[config.mk]
export PLATFORM = sky130hd
export DESIGN_NAME = io_bus_responder
export DESIGN_NICKNAME = d
export VERILOG_FILES = /design/src/rtl/io_bus_responder.sv
export SDC_FILE = /design/constraint.sdc
export NUM_CORES = 1
export LEC_CHECK = 0
export ABC_CLOCK_PERIOD_IN_PS = 1860
export CAP_MARGIN = 0
export CORE_ASPECT_RATIO = 1.2
export CORE_MARGIN = 1
export CORE_UTILIZATION = 44
export CTS_BUF_LIST = sky130_fd_sc_hd__clkbuf_4
export CTS_CLUSTER_DIAMETER = 100
export DETAILED_ROUTE_END_ITERATION = 10
export GPL_ROUTABILITY_DRIVEN = 0
export MAX_ROUTING_LAYER = met4
export PLACE_DENSITY = 0.78
export SLEW_MARGIN = 20
export SYNTH_ARGS = -nofsm -noshare
export SYNTH_HDL_FRONTEND = slang
export SYNTH_SLANG_ARGS = --single-unit
[constraint.sdc]
create_clock -name clk -period 1.86 [get_ports clk]
set_input_delay 0.186 -clock clk [delete_from_list [all_inputs] [get_ports clk]]
set_output_delay 0.186 -clock clk [all_outputs]
set_load 0.005 [all_outputs]
[src/rtl/io_bus_responder.sv]
// rtl/io_bus_responder.sv - memory-mapped IO responder: LED, input channel, output channel, cycle counter; optional input FIFO via IO_IN_FIFO_EN
module io_bus_responder #(
   parameter int LED_W      = 16,
   parameter int FIFO_DEPTH = 4
) (
   input  logic             clk,
   input  logic             rstn,
   input  logic [7:0]       io_addr,
   input  logic [31:0]      io_dout,
   input  logic             io_we,
   input  logic             io_rd,
   output logic [31:0]      io_din,
   output logic [LED_W-1:0] led,
   input  logic [31:0]      in_data,
   input  logic             in_valid,
   output logic [31:0]      out_data,
   output logic             out_valid,
   input  logic             out_ack
);

   localparam logic [5:0] A_LED        = 6'h00;
   localparam logic [5:0] A_IN_STATUS  = 6'h01;
   localparam logic [5:0] A_IN_DATA    = 6'h02;
   localparam logic [5:0] A_OUT_STATUS = 6'h03;
   localparam logic [5:0] A_OUT_DATA   = 6'h04;
   localparam logic [5:0] A_CYCLE      = 6'h05;

   typedef enum logic {ST_IDLE, ST_BUSY} out_state_e;

   logic [5:0]       word;
   logic             unused_addr_lsbs;
   logic             wr_led, wr_in_status, rd_in_data, wr_out_data, wr_cycle;

   logic [LED_W-1:0] led_q;
   logic             overrun_q, overrun_d;
   logic [31:0]      cycle_q, cycle_d;
   out_state_e       state_q, state_d;
   logic [31:0]      out_data_q, out_data_d;

   logic             in_ready, pop, push, drop;
   logic [31:0]      in_head;
   logic [7:0]       in_count;

   assign word             = io_addr[7:2];
   assign unused_addr_lsbs = ^io_addr[1:0];
   assign wr_led           = io_we & (word == A_LED);
   assign wr_in_status     = io_we & (word == A_IN_STATUS);
   assign rd_in_data       = io_rd & (word == A_IN_DATA);
   assign wr_out_data      = io_we & (word == A_OUT_DATA);
   assign wr_cycle         = io_we & (word == A_CYCLE);

`ifdef IO_IN_FIFO_EN
   localparam int PTR_W = $clog2(FIFO_DEPTH);

   logic [31:0]      fifo_mem [FIFO_DEPTH];
   logic [PTR_W-1:0] wr_ptr_q, wr_ptr_d, rd_ptr_q, rd_ptr_d;
   logic [PTR_W:0]   count_q, count_d;
   logic             full;

   assign full     = (count_q == (PTR_W+1)'(FIFO_DEPTH));
   assign in_ready = (count_q != '0);
   assign pop      = rd_in_data & in_ready;
   // a pop at the same edge frees the slot the push needs
   assign push     = in_valid & (~full | pop);
   assign drop     = in_valid & full & ~pop;
   assign in_head  = fifo_mem[rd_ptr_q];
   assign in_count = 8'(count_q);

   // FIFO pointer and occupancy next state
   always_comb begin
      wr_ptr_d = wr_ptr_q;
      rd_ptr_d = rd_ptr_q;
      count_d  = count_q;
      if (push) wr_ptr_d = wr_ptr_q + 1'b1;
      if (pop)  rd_ptr_d = rd_ptr_q + 1'b1;
      case ({push, pop})
         2'b10:   count_d = count_q + 1'b1;
         2'b01:   count_d = count_q - 1'b1;
         default: count_d = count_q;
      endcase
   end

   // FIFO pointer and occupancy registers
   always_ff @(posedge clk or negedge rstn) begin
      if (!rstn) begin
         wr_ptr_q <= '0;
         rd_ptr_q <= '0;
         count_q  <= '0;
      end else begin
         wr_ptr_q <= wr_ptr_d;
         rd_ptr_q <= rd_ptr_d;
         count_q  <= count_d;
      end
   end

   // FIFO storage, contents are meaningless while count is zero
   always_ff @(posedge clk) begin
      if (push) fifo_mem[wr_ptr_q] <= in_data;
   end
`else
   localparam int unused_fifo_depth = FIFO_DEPTH;

   logic        ready_q, ready_d;
   logic [31:0] hold_q, hold_d;

   assign in_ready = ready_q;
   assign pop      = rd_in_data & ready_q;
   // a read at the same edge empties the holding register for the new word
   assign push     = in_valid & (~ready_q | pop);
   assign drop     = in_valid & ready_q & ~pop;
   assign in_head  = hold_q;
   assign in_count = 8'd0;

   // holding register next state
   always_comb begin
      hold_d  = hold_q;
      ready_d = ready_q;
      if (push) begin
         hold_d  = in_data;
         ready_d = 1'b1;
      end else if (pop) begin
         ready_d = 1'b0;
      end
   end

   // holding register state
   always_ff @(posedge clk or negedge rstn) begin
      if (!rstn) begin
         hold_q  <= '0;
         ready_q <= 1'b0;
      end else begin
         hold_q  <= hold_d;
         ready_q <= ready_d;
      end
   end
`endif

   // sticky overrun: a drop outranks a software clear at the same edge
   always_comb begin
      overrun_d = overrun_q;
      if (drop)                              overrun_d = 1'b1;
      else if (wr_in_status && io_dout[1])   overrun_d = 1'b0;
   end

   // free-running counter, a write forces zero at that edge
   always_comb begin
      cycle_d = cycle_q + 32'd1;
      if (wr_cycle) cycle_d = '0;
   end

   // output channel FSM: writes while busy are dropped, even alongside an ack
   always_comb begin
      state_d    = state_q;
      out_data_d = out_data_q;
      case (state_q)
         ST_IDLE: begin
            if (wr_out_data) begin
               out_data_d = io_dout;
               state_d    = ST_BUSY;
            end
         end
         ST_BUSY: begin
            if (out_ack) state_d = ST_IDLE;
         end
         default: state_d = ST_IDLE;
      endcase
   end

   // register file, counter and FSM state
   always_ff @(posedge clk or negedge rstn) begin
      if (!rstn) begin
         led_q      <= '0;
         overrun_q  <= 1'b0;
         cycle_q    <= '0;
         state_q    <= ST_IDLE;
         out_data_q <= '0;
      end else begin
         if (wr_led) led_q <= io_dout[LED_W-1:0];
         overrun_q  <= overrun_d;
         cycle_q    <= cycle_d;
         state_q    <= state_d;
         out_data_q <= out_data_d;
      end
   end

   // zero-latency read mux, independent of io_rd
   always_comb begin
      io_din = '0;
      case (word)
         A_LED:        io_din = 32'(led_q);
         A_IN_STATUS:  io_din = {16'd0, in_count, 6'd0, overrun_q, in_ready};
         A_IN_DATA:    io_din = in_ready ? in_head : 32'd0;
         A_OUT_STATUS: io_din = {31'd0, (state_q == ST_BUSY)};
         A_CYCLE:      io_din = cycle_q;
         default:      io_din = '0;
      endcase
   end

   assign led       = led_q;
   assign out_data  = out_data_q;
   assign out_valid = (state_q == ST_BUSY);

endmodule

==> run summary <==
Synth warnings: 0
Combinational group share of total power: 0.219
Sequential fraction of the synthesis area: 0.5397
Final setup slack of the worst path: -0.1364 ns
Initial DRT Pass Iterations: 4
Commonest register cell after synthesis: dfrtp_1
Source-to-sink clock delay at the later pin of the worst-skew pair: 0.52 ns
Vias after detailed routing: 4,639
Die width: 102.5 um
Initial Utilization: 0.4568
Share of the clock period used by the worst path after layout: 1.073
Post-Synthesis Cell Area: 0.005333 mm2
Area fraction of the dominant cell type after synthesis: 0.5397
Clock slew at the register clock pins of the worst setup and hold paths: 0.11 ns
Layout cell share with drive strength beyond 1: 0.3611
Share of power burned in the clock network: 0.291
Total DRC errors in the routed layout: 0
Number of standard cells in the layout, taps in and fillers out: 830
Per-cell routed wire length: 18.80 um
Synthesized net count: 527
Power per cell area: 878.6 mW/mm2
Critical path buffers and inverters: 4
Static Leakage: 3.624 nW
Routed wire length: 15,600 um
Critical path's slowest cell: dfrtp_1
Die outline area: 0.01257 mm2
IR Drop Worst-Case VDD: 818.0 uV
Flop2flop setup slack: 0.10 ns
Count of final hold-check violations: 0
Flop pwr share: 0.489
Maximum clock insertion buffer count: 2
Async set or reset register ratio after synthesis: 1.000
Vias in the first global route: 4,944
Net switching power: 1.957 mW
GRT overflow: 0
Clk Tree Root Cell: clkbuf_4
Crit-path leading delay family: buffers and inverters
Crit path DAT: 1.81 ns
Number of placed cells counting well taps: 772
Initial antenna violation count: 0
Post-DRT Antenna Nets: 0
Cells after Synth: 448
Post-route minimum period: 1.996 ns
Post-synth top area cell: dfrtp_1
Critical path start-end classification: reg2out
Top-Level Pins: 159
Layout area overhead: 49.39%
Crit-path cells: nand2_2 > nor3_4 > buf_6 > buf_16 > buf_8 > a22o_1 > buf_2
Max-slew headroom at the worst pin: 0.6892
Crit. End Element: output pin
Leading cell types by count after synthesis: dfrtp_1 (115), mux2_2 (69), nand2_1 (45)
Unique masters post-synth: 42
Status: complete, but fails checks
Aggregate global-route resource usage: 0.2708
Multi-input logic area: 0.002450 mm2
Number of cell rows: 43
Placeable core region: 0.01167 mm2
Failing checks: negative setup slack
CTS sink count: 115
Unrepaired setup endpoints after global routing: true
Required arrival time at the worst endpoint: 1.67 ns
TritonCTS clock tree: yes
Detailed-route vias per instance: 5.589
EDFF count, synth: 0
Largest driver fanout on the critical path: 6
Estimated wirelength of the detail-placed design: 10,350 um
H-tree levels: 4
Worst Hold Class: in2async
Fill cell instance count of the final layout: 837
Number of buffers added on ports: 156
Maximum number of pins on one net before global-route repair: 57
Max Cap Violations: 0
Startpoint kind of the worst setup timing path: register
Avg Inst Size Synth: 11.90 um2
Min Hold Slack: 0.1505 ns
Nets@finish: 739
Global-route wire length before repair: 24,580 um
Worst Max-Slew Pin Slew: 0.4620 ns
Detailed router's first-iteration violation count: 166
Die Height: 122.6 um
Critical Path Max Stage Delay: 0.39 ns
Most numerous cell in the Yosys netlist: dfrtp_1
Final Max Slew Viols: 0
Number of antenna repair diodes: 0
Cell-internal power: 5.042 mW
Setup Skew: 0.01315 ns
FF+latch count, synth: 115
Switching power share of the total: 0.2797
Count of final setup violators: 31
Peak Freq: 500.9 MHz
Leading post-synthesis cells by cell area: dfrtp_1 (54%), mux2_2 (15%), nand2_1 (3.2%), mux2_4 (2.8%), a22o_1 (2.6%)
Placement-stage worst setup slack: -0.7400 ns
Inserted Clock Buffers: 17
Area of all sequential standard cells: 0.002879 mm2
[path summary, 6_finish.rpt]
path                              startpoint            to  depth (start not counted)
max in group asynchronous               rstn   out_data[0]                          3
worst max-delay path                in_ready    io_din[29]                          7
worst min register to register  out_data[24]  out_data[24]                          1
worst max register to register    cycle_q[1]   cycle_q[19]                          6
worst min-delay path                    rstn    hold_q[14]                          2
min in group clk                  io_addr[6]     overrun_q                          6
[placed cells by master, fill, tap and decap left out, types with 10 or more instances in the layout]
master,instances
nand3_1,13
nand4_1,14
buf_2,34
mux2_4,10
buf_4,42
nor2_1,14
dfrtp_1,114
a22oi_2,14
clkbuf_4,21
clkdlybuf4s50_1,118
a21oi_1,13
nand2_1,43
mux2_2,69
buf_12,11
a22o_1,16
[power groups by stage]
stage	clock network [mW]	registers [mW]	logic, mW
floorplan	0	3.36	0.631
global placement	0	3.42	1.40
detailed placement	0	3.44	1.46
CTS	2.07	3.42	1.49
global route	2.19	3.49	1.66
finish	2.04	3.42	1.54
[sequential cells by signal, summed over array words and instances, names as in the netlist]
| name | flops |
|---|---|
| in_ready | 1 |
| out_data | 32 |
| out_valid | 1 |
| cycle_q | 32 |
| led | 16 |
| overrun_q | 1 |
| hold_q | 32 |
[cell type report]
cell class,count,area share
Tap cell,157,0.02466
Inverter,6,0.002827
Multi-Input combinational cell,300,0.3075
Sequential cell,115,0.3614
Clock buffer,21,0.01979
Timing Repair Buffer,220,0.2637
Clock inverter,11,0.02010
[metal layers]
layer | GRT usage | vias to the layer above | share of wire
met5 | - | - | 0
met4 | 0.1268 | 0 | 0.037
met3 | 0.07062 | 52 | 0.053
met2 | 0.4650 | 181 | 0.54
met1 | 0.2885 | 2335 | 0.37
li1 | - | 2071 | -
[per-stage QoR]
step / util / total power [mW] / instance area (um2) / TNS [ns]
6_report: 0.6823 / 6.999 / 7966 / -1.952
5_1_grt: 0.6823 / 7.338 / 7966 / -5.187
3_5_place_dp: 0.6273 / 4.908 / 7323 / -59.63
4_1_cts: 0.6797 / 6.977 / 7935 / -4.303
3_3_place_gp: 0.6273 / 4.825 / 7323 / -58.87
2_1_floorplan: - / 3.990 / 5333 / 0
[cell families (layout without fill, tap and decap cells)]
| family | Yosys count | count (layout) | synth area share |
|---|---|---|---|
| AOI/OAI and AO/OA | 70 | 70 | 0.09315 |
| xor gates and xnor gates | 11 | 11 | 0.01807 |
| adders and majority gates | 1 | 1 | 0.002346 |
| buffers and inverters | 33 | 258 | 0.03097 |
| DFF | 115 | 115 | 0.5397 |
| muxes | 83 | 83 | 0.1816 |
| and+or+nand+nor | 135 | 135 | 0.1342 |
[what timing repair did]
item | CTS | global route
hold buffers | 1 | 0
resized for setup | 186 | 16
buffers inserted | 20 | 6
hold endpoints to repair | 36 | 0
setup endpoints to repair | 32 | 43
pin swaps | 38 | 21
gates cloned | 4 | 0
(Power assumes the default switching activity.)
